`config.mk`:
```
export PLATFORM = sky130hd
export DESIGN_NAME = note_scheduler
export DESIGN_NICKNAME = d
export VERILOG_FILES = /design/src/rtl/note_scheduler.sv
export SDC_FILE = /design/constraint.sdc
export NUM_CORES = 1
export LEC_CHECK = 0
export BUFFER_PORTS_ARGS = -buffer_cell sky130_fd_sc_hd__clkbuf_2
export CORE_ASPECT_RATIO = 1.2
export CORE_MARGIN = 5
export CORE_UTILIZATION = 45
export DETAILED_ROUTE_END_ITERATION = 10
export GPL_ROUTABILITY_DRIVEN = 0
export PLACE_DENSITY = 0.78
export REMOVE_ABC_BUFFERS = 1
export SYNTH_ARGS = -nofsm -noshare
export SYNTH_HDL_FRONTEND = slang
export SYNTH_SLANG_ARGS = --single-unit
```
`constraint.sdc`:
```
create_clock -name i_clk -period 3.8 [get_ports i_clk]
set_clock_uncertainty 0.05 [all_clocks]
set_input_delay 0.76 -clock i_clk [delete_from_list [all_inputs] [get_ports i_clk]]
set_output_delay 0.76 -clock i_clk [all_outputs]
set_load 0.1 [all_outputs]
```
`src/rtl/note_scheduler.sv`:
```
// Song clock and ring-buffered note window loader for the display; one read in flight on the song-memory port.
// Optional macro PAUSE_EN enables the pause input (otherwise pause is ignored).
module note_scheduler #(
    parameter int DISPLAYED_BEATS    = 2,
    parameter int SIMULTANEOUS_NOTES = 2,
    parameter int BEAT_DURATION      = 4,
    parameter int BEAT_BITS          = 8,
    parameter int NOTE_BITS          = 7,
    parameter int TIME_BITS          = 32,
    parameter int ADDR_BITS          = 12,
    localparam int NOTE_STATE_BITS   = NOTE_BITS + 2*BEAT_BITS,
    localparam int W                 = 2*DISPLAYED_BEATS*SIMULTANEOUS_NOTES
) (
    input  logic                             i_clk,
    input  logic                             i_rst,
    input  logic                             i_start,
    input  logic                             i_stop,
    input  logic                             i_pause,
    input  logic [BEAT_BITS-1:0]             i_song_len,
    output logic                             o_mem_rd,
    output logic [ADDR_BITS-1:0]             o_mem_addr,
    input  logic                             i_mem_ack,
    input  logic [NOTE_STATE_BITS-1:0]       i_mem_data,
    output logic [W-1:0][NOTE_STATE_BITS-1:0] o_notes,
    output logic [TIME_BITS-1:0]             o_cur_time,
    output logic [BEAT_BITS-1:0]             o_cur_beat,
    output logic                             o_valid,
    output logic                             o_done,
    output logic                             o_overrun
);
    localparam int S         = SIMULTANEOUS_NOTES;
    localparam int RING      = 2*DISPLAYED_BEATS;
    localparam int IDX_BITS  = $clog2(W);
    localparam int SLOT_BITS = $clog2(S+1);
    localparam int TIB_BITS  = $clog2(BEAT_DURATION+1);

    typedef enum logic [2:0] {S_IDLE, S_PRELOAD, S_RUN, S_REFILL, S_DONE} state_t;
    state_t r_state, w_state_nxt;

    logic [W-1:0][NOTE_STATE_BITS-1:0] r_notes;
    logic [TIME_BITS-1:0] r_cur_time;
    logic [BEAT_BITS-1:0] r_cur_beat, r_ld_beat, r_pend_beat;
    logic [TIB_BITS-1:0]  r_tib;
    logic [SLOT_BITS-1:0] r_ld_slot;
    logic [ADDR_BITS-1:0] r_mem_addr;
    logic                 r_mem_rd, r_pending, r_overrun;

    logic w_pause, w_run, w_tick, w_end, w_loading, w_slot_done, w_last, w_ld_fin, w_start_acc;
    logic w_pos_set;
    logic [BEAT_BITS-1:0] w_new_beat, w_tick_tgt, w_pos_beat;
    logic [SLOT_BITS-1:0] w_pos_slot;
    logic [IDX_BITS-1:0]  w_wr_idx, w_old_base;

`ifdef PAUSE_EN
    assign w_pause = i_pause;
`else
    assign w_pause = i_pause & 1'b0;
`endif

    assign w_run       = (r_state == S_RUN || r_state == S_REFILL) && !w_pause;
    assign w_tick      = w_run && (r_tib == TIB_BITS'(BEAT_DURATION-1));
    assign w_new_beat  = r_cur_beat + BEAT_BITS'(1);
    assign w_end       = w_tick && (w_new_beat == i_song_len);
    assign w_tick_tgt  = r_cur_beat + BEAT_BITS'(RING);
    assign w_loading   = (r_state == S_PRELOAD || r_state == S_REFILL);
    // A slot completes on ack, or in one cycle when it is a zero-fill (no read issued).
    assign w_slot_done = w_loading && (!r_mem_rd || i_mem_ack);
    assign w_last      = (r_ld_slot == SLOT_BITS'(S-1)) &&
                         (r_state == S_REFILL || r_ld_beat == BEAT_BITS'(RING-1));
    assign w_ld_fin    = w_slot_done && w_last;
    assign w_start_acc = i_start && !i_stop && (r_state == S_IDLE || r_state == S_DONE);
    assign w_wr_idx    = IDX_BITS'((32'(r_ld_beat) % RING) * S + 32'(r_ld_slot));
    assign w_old_base  = IDX_BITS'((32'(r_cur_beat) % RING) * S);

    always_comb begin
        w_pos_set  = 1'b0;
        w_pos_beat = r_ld_beat;
        w_pos_slot = '0;
        if (w_start_acc) begin
            w_pos_set  = 1'b1;
            w_pos_beat = '0;
        end else if (r_state == S_RUN && w_tick && !w_end) begin
            w_pos_set  = 1'b1;
            w_pos_beat = w_tick_tgt;
        end else if (w_slot_done && !w_last) begin
            w_pos_set = 1'b1;
            if (r_ld_slot == SLOT_BITS'(S-1)) w_pos_beat = r_ld_beat + BEAT_BITS'(1);
            else                              w_pos_slot = r_ld_slot + SLOT_BITS'(1);
        end else if (r_state == S_REFILL && w_ld_fin && !w_end) begin
            if (r_pending) begin
                w_pos_set  = 1'b1;
                w_pos_beat = r_pend_beat;
            end else if (w_tick) begin
                w_pos_set  = 1'b1;
                w_pos_beat = w_tick_tgt;
            end
        end
    end

    always_ff @(posedge i_clk) begin
        if (i_rst) r_state <= S_IDLE;
        else       r_state <= w_state_nxt;
    end

    always_comb begin
        w_state_nxt = r_state;
        case (r_state)
            S_IDLE, S_DONE: if (i_start) w_state_nxt = S_PRELOAD;
            S_PRELOAD:      if (w_ld_fin) w_state_nxt = (i_song_len == '0) ? S_DONE : S_RUN;
            S_RUN:          if (w_end) w_state_nxt = S_DONE;
                            else if (w_tick) w_state_nxt = S_REFILL;
            S_REFILL:       if (w_end) w_state_nxt = S_DONE;
                            else if (w_ld_fin && !r_pending && !w_tick) w_state_nxt = S_RUN;
            default:        w_state_nxt = S_IDLE;
        endcase
        if (i_stop) w_state_nxt = S_IDLE;
    end

    always_comb begin
        o_valid = (r_state == S_RUN) || (r_state == S_REFILL) || (r_state == S_DONE);
        o_done  = (r_state == S_DONE);
    end

    always_ff @(posedge i_clk) begin
        if (i_rst || i_stop) begin
            r_notes     <= '0;
            r_cur_time  <= '0;
            r_cur_beat  <= '0;
            r_tib       <= '0;
            r_ld_beat   <= '0;
            r_ld_slot   <= '0;
            r_mem_rd    <= 1'b0;
            r_mem_addr  <= '0;
            r_pending   <= 1'b0;
            r_pend_beat <= '0;
            if (i_rst) r_overrun <= 1'b0;
        end else begin
            if (w_start_acc) begin
                r_notes    <= '0;
                r_cur_time <= '0;
                r_cur_beat <= '0;
                r_tib      <= '0;
                r_pending  <= 1'b0;
                r_overrun  <= 1'b0;
            end
            if (w_run) begin
                r_cur_time <= r_cur_time + TIME_BITS'(1);
                if (w_tick) begin
                    r_tib      <= '0;
                    r_cur_beat <= w_new_beat;
                end else begin
                    r_tib <= r_tib + TIB_BITS'(1);
                end
            end
            if (w_slot_done) r_notes[w_wr_idx] <= r_mem_rd ? i_mem_data : '0;
            // Retiring beat is cleared last so a stale load can never resurrect it.
            if (w_tick) begin
                for (int s = 0; s < S; s++) r_notes[w_old_base + IDX_BITS'(s)] <= '0;
            end
            if (r_state == S_REFILL && !w_end) begin
                if (w_ld_fin) begin
                    if (r_pending) begin
                        r_pending   <= w_tick;
                        r_pend_beat <= w_tick_tgt;
                    end
                end else if (w_tick) begin
                    if (r_pending) begin
                        r_overrun <= 1'b1;
                    end else begin
                        r_pending   <= 1'b1;
                        r_pend_beat <= w_tick_tgt;
                    end
                end
            end
            if (w_pos_set) begin
                r_ld_beat  <= w_pos_beat;
                r_ld_slot  <= w_pos_slot;
                r_mem_rd   <= (w_pos_beat < i_song_len);
                r_mem_addr <= ADDR_BITS'(32'(w_pos_beat) * S + 32'(w_pos_slot));
            end else if (w_slot_done) begin
                r_mem_rd <= 1'b0;
            end
            if (w_end) begin
                r_mem_rd  <= 1'b0;
                r_pending <= 1'b0;
            end
        end
    end

    assign o_notes    = r_notes;
    assign o_cur_time = r_cur_time;
    assign o_cur_beat = r_cur_beat;
    assign o_mem_rd   = r_mem_rd;
    assign o_mem_addr = r_mem_addr;
    assign o_overrun  = r_overrun;
endmodule
```
After elaboration in Yosys (flattened, before gate mapping) --
Index checks and enable logic that the tools add are counted.
Word-level totals: output and inout bits 240, bits in registers 263, word-level logic and storage cells 160
Cells by class: mux-type cells 65, $lt $le $gt $ge 7, $add $sub $neg 9, equal/unequal tests 15, bitwise operators 4, reduce and logical (&&, ||, !) cells 41
Operator list (number):
- 184-bit 2-to-1 mux | 5
- 184-bit AND | 2
- 184-bit bitwise mux | 1
- 161-bit NOT with 184-bit output | 1
- 184-bit NOT | 1
- 23-bit demux with 3-bit select | 2
- 8-bit 2-to-1 mux | 14
- 23-bit 2-to-1 mux | 4
- 32-bit 2-to-1 mux | 2
- 23-bit demux with 2-bit select | 1
- 32-bit by 1-bit adder with 32-bit output (second input constant) | 1
- 3-bit 2-to-1 mux | 10
- 1-bit 2-to-1 mux | 21
- 1-bit logical AND | 18
- 8-bit by 1-bit adder with 8-bit output (second input constant) | 2
- 3-bit by 4-bit less-than comparator with 1-bit output (second input constant) | 3
- 3-bit one-hot mux with 4 select lines | 1
- 9-bit by 2-bit adder with 10-bit output | 1
- 3-bit by 2-bit equality test with 1-bit output (second input constant) | 3
- 3-bit by 1-bit >= comparator with 1-bit output (second input constant) | 3
- 8-bit by 3-bit adder with 8-bit output (second input constant) | 1
- 8-bit by 2-bit equality test with 1-bit output (second input constant) | 1
- 8-bit equality test | 1
- 8-bit logical NOT | 1
- other kinds (17) | 41

Depth between registers and ports, before layout --
depth after elaboration 12, mapped depth 18

Least setup slack after synthesis --
Ideal clock, no wire load.
path kind reg2reg, from register r_cur_beat[3] (netlist: o_cur_beat[3]), to register r_mem_addr[8] (netlist: o_mem_addr[8]), path slack -0.378 ns, required time 3.685 ns, path buffers 0, stages on the path, launching flop included 16, data arrival time 4.063 ns, clock period less this slack 4.178 ns, cell sequence dfxtp_1 > ha_1 > xnor2_2 > xnor2_1 > a31oi_4 > nor4_2 > o21ai_0 > o22ai_1 > nand2_1 > inv_1 > ha_1 > nand2_1 > nor2_4 > or4b_4 > or4_1 > nand3_1
Between the ends: word-level cells in the longest chain between the ends 10, elaborated cells between the ends (all ways) 20, classes of those cells add/sub: 3; eq/ne: 1; mux: 12; reduce/logical: 4
Ends and longest elaborated chain:
- from (decl) | line 42 | logic [BEAT_BITS-1:0] r_cur_beat, r_ld_beat, r_pend_beat;
- from (signal assigned) | line 150 | r_cur_beat <= w_new_beat;
- 8-bit by 1-bit adder with 8-bit output (*) | line 62 | assign w_new_beat = r_cur_beat + BEAT_BITS'(1);
- 8-bit equality test (*) | line 63 | assign w_end = w_tick && (w_new_beat == i_song_len);
- 1-bit logical AND (*) | line 63
- 1-bit logical NOT (*) | line 82, 89
- 1-bit logical AND | line 89 | end else if (r_state == S_REFILL && w_ld_fin && !w_end) begin
- 8-bit 2-to-1 mux | line 89
- 8-bit 2-to-1 mux | line 85 | end else if (w_slot_done && !w_last) begin
- 8-bit 2-to-1 mux (*) | line 82 | end else if (r_state == S_RUN && w_tick && !w_end) begin
- 8-bit 2-to-1 mux (*) | line 79 | if (w_start_acc) begin
- net w_pos_beat[0] | line 50 | logic [BEAT_BITS-1:0] w_new_beat, w_tick_tgt, w_pos_beat;
- 9-bit by 2-bit adder with 10-bit output (*) | line 179 | r_mem_addr <= ADDR_BITS'(32'(w_pos_beat) * S + 32'(w_pos_slot));
- to (signal assigned) | line 179
- to (decl) | line 45 | logic [ADDR_BITS-1:0] r_mem_addr;
The timed path passes the listed nets; every way through them passes the cells marked *. A chain may end at the register's enable or synchronous reset.

Final worst setup path --
Same ends and word-level chain as after synthesis.

==> flow_metrics.py <==
metrics = {
    "power": {
        "p_sw_w": 0.001294,
        "power_w": 0.005456,
        "power_frac_seq_pct": 50.1,
        "combinationalPowerShare_pct": 5.3,
        "p_sw_share_pct": 23.71,
        "peakVddDrop_v": 0.0002896,
        "p_leak_nw": 5.484,
        "p_int_w": 0.004163,
        "power_density_mw_per_mm2": 391.1,
        "clock_power_share_pct": 44.6,
    },
    "place": {
        "dp.cells": 1999,
        "hpwl_um": 24100,
        "dp_slack_ps": -42.52,
        "portBuffers": 273,
        "place_area_mm2": 0.01308,
    },
    "finish": {
        "design_area_mm2": 0.01395,
        "drive_gt1_share_pct": 24.30,
        "antenna_cells": 0,
        "layout.nets": 1757,
        "final_common_cell": "nor2_1",
        "area_delta_synth_final_pct": 22.96,
        "layout_common_cells": "442 x nor2_1, 273 x clkbuf_2, 256 x dfxtp_1",
        "stdcell_count": 2045,
    },
    "floorplan": {
        "rows": 63,
        "initial_core_util_pct": 45.84,
        "ios": 277,
        "dieWidth_um": 155.0,
        "core-area_mm2": 0.02475,
        "dieArea_mm2": 0.02850,
        "die_y_um": 183.9,
    },
    "timing": {
        "fin_crit_ps": 3613,
        "final-setup-viol-count": 0,
        "slew_violations": 0,
        "whs_ps": 431.1,
        "period_share_pct": 95.08,
        "max_slew.worst_pin.slew_ps": 1091,
        "relSlewSlack_pct": 27.03,
        "setup_ws_ps": 187.1,
        "clock.fmax_mhz": 276.8,
        "rsz0062_at_grt": "false",
        "final_hold_viol_count": 0,
    },
    "cts": {
        "ctsHoldBuffers": 0,
        "cts_max_level": 1,
        "cts_setup_buffers": 0,
        "cts.sinks": 260,
        "clkTransAtPathRegs_ps": 60,
        "numCtsBuffers": 26,
        "cts_root_buffer": "clkbuf_16",
        "worstSkewPairLatency_ps": 530,
        "cts-resized-gates": 0,
        "cts.path.max_buffers": 3,
        "cts_tree": "done",
    },
    "grt": {
        "antenna_found_initial": 0,
        "grt_pass1_vias": 10870,
        "grt.total_usage_pct": 23.88,
        "grt_max_degree": 83,
        "grt_pass1_wl_um": 56840,
        "grt_overflow_total": 0,
    },
    "yosys": {
        "netlist_area_mm2": 0.01135,
        "syn_inst": 1459,
        "ys.flop_type": "dfxtp_1",
        "ys_seq_area_share_pct": 45.96,
        "synth-edff-count": 1,
        "synthArstFlopShare_pct": 0,
        "synth_warnings": 0,
        "synth_area_per_cell_um2": 7.776,
        "synth-seq-cells": 260,
        "synth_cell_types": 69,
    },
    "critical_path": {
        "r2r-start": "o_cur_beat[3]",
        "crit_top_cell": "nand2_1",
        "worstSetupStartpointType": "flop",
        "crit_path_end_kind": "flop",
        "slowest_stage": "or4b_4",
        "path_max_fanout": 5,
        "crit_start": "o_cur_beat[3]",
        "cp_cell_sequence": "ha_2, xnor2_4, xnor2_1, a31oi_4, nor4_4, o21ai_0, o22ai_1, nand2_1, inv_1, ha_1, nand2_1, nor2_4, or4b_4, or4_1, nand3_1",
        "cp_data_arrival_time_ps": 4030,
        "critical_path_required_ps": 4220,
        "slowest_delay_ps": 500,
        "r2r_cells": 15,
        "critPathKind": "flop to flop",
    },
    "detailed_routing": {
        "wire_per_inst_um": 17.62,
        "drc": 0,
        "wirelength_um": 36030,
        "ant_nets": 0,
        "vias": 11630,
        "drtPass1Iterations": 5,
        "vias_per_cell": 5.685,
        "drt_iter0_drc": 939,
    },
    "min_path": {
        "hp-class": "flop to flop",
        "whs_path_depth": 2,
        "hp-start": "o_mem_addr[9]",
    },
    "status": {
        "status": "complete, no violations",
    },
    "job": {
        "maxCapViolCount": 0,
    },
}
==> layer usage <==
metal / vias to the layer above / GRT usage [%] / wire length (um) / share of wire [%]
met1: 5402 / 29.57 / 14260 / 40
met4: 0 / 10.00 / 1388 / 3.9
met3: 106 / 3.579 / 2979 / 8.3
met2: 557 / 41.41 / 17400 / 48
met5: - / 0 / 0 / 0
li1: 5561 / - / - / -
==> synth_stat cells, types with 3 or more instances <==
cell / instances / share of area [%]
buf_4: 5 / 0.33
a21oi_1: 60 / 2.6
o22ai_1: 3 / 0.17
nand2_1: 86 / 2.8
xnor2_1: 13 / 1.0
nand3_1: 53 / 2.3
buf_6: 4 / 0.40
a31oi_1: 189 / 10
o21a_1: 5 / 0.33
clkbuf_1: 86 / 2.8
or3_1: 13 / 0.72
o31ai_1: 3 / 0.20
and3_1: 10 / 0.55
nand4_1: 10 / 0.55
inv_1: 21 / 0.69
or2_2: 17 / 0.94
mux2i_1: 9 / 0.79
a211oi_1: 7 / 0.46
nor3_1: 14 / 0.62
o21ai_0: 24 / 1.1
nor2b_1: 3 / 0.17
o211ai_1: 11 / 0.73
dfxtp_1: 259 / 46
nand2b_1: 8 / 0.44
and2_1: 9 / 0.50
buf_2: 6 / 0.26
nor4_1: 5 / 0.28
nor2_1: 442 / 15
ha_1: 18 / 2.0
xor2_1: 9 / 0.69
buf_1: 9 / 0.30
==> flip-flops by register name, indices dropped and copies added (netlist names) <==
register     cells
r_ld_slot        2
r_ld_beat        8
o_mem_rd         1
r_pend_beat      8
o_mem_addr       9
o_notes        184
r_tib            3
o_overrun        1
o_cur_time      32
r_pending        1
o_cur_beat       8
r_state          3
==> worst paths after layout <==
kind	endpoint	slack, ps
max	o_mem_addr[8]	190
min	o_mem_addr[9]	430
max reg2reg	o_mem_addr[8]	190
min reg2reg	o_mem_addr[9]	430
==> layout make-up <==
type	instances	area, um^2
Sequential cell	260	5219
Multi-Input combinational cell	1068	5683
Clock inverter	11	61.31
Fill cell	2271	10800
Clock buffer	35	745.7
Tap cell	325	406.6
Inverter	21	78.83
Timing Repair Buffer	325	1757
==> worst max-delay path: cells and delay by family, from the launching register on <==
family          cells  cell delay (ps)
simple gates        7             1690
compound gates      3              500
fa+ha+maj           2              480
flops               1              380
xor+xnor            2              380
buf+inv             1               70
==> metrics by stage <==
| step | utilization, % | TNS, ps |
|---|---|---|
| floorplan | - | -7873 |
| global placement | 52.86 | 0 |
| detailed placement | 52.86 | -42.52 |
| CTS | 56.12 | 0 |
| global route | 56.36 | 0 |
| finish | 56.36 | 0 |
==> power by group through the flow <==
stage | clock [W] | combinational [W] | sequential [W]
5_1_grt | 0.00259 | 0.000310 | 0.00273
6_report | 0.00243 | 0.000288 | 0.00274
3_5_place_dp | 0 | 0.000284 | 0.00280
2_1_floorplan | 0 | 0.000149 | 0.00282
3_3_place_gp | 0 | 0.000281 | 0.00280
4_1_cts | 0.00247 | 0.000285 | 0.00274
==> cell families after synthesis <==
logic type	count (synthesis)	synth area share, %
compound gates	326	18.15
mux	10	0.8933
fa+ha+maj	18	1.985
other cells	1	0.03305
simple gates	689	26.26
xor+xnor	23	1.842
flops	260	45.96
buf+inv	132	4.874
No activity file was read; power rests on OpenSTA's default activity.
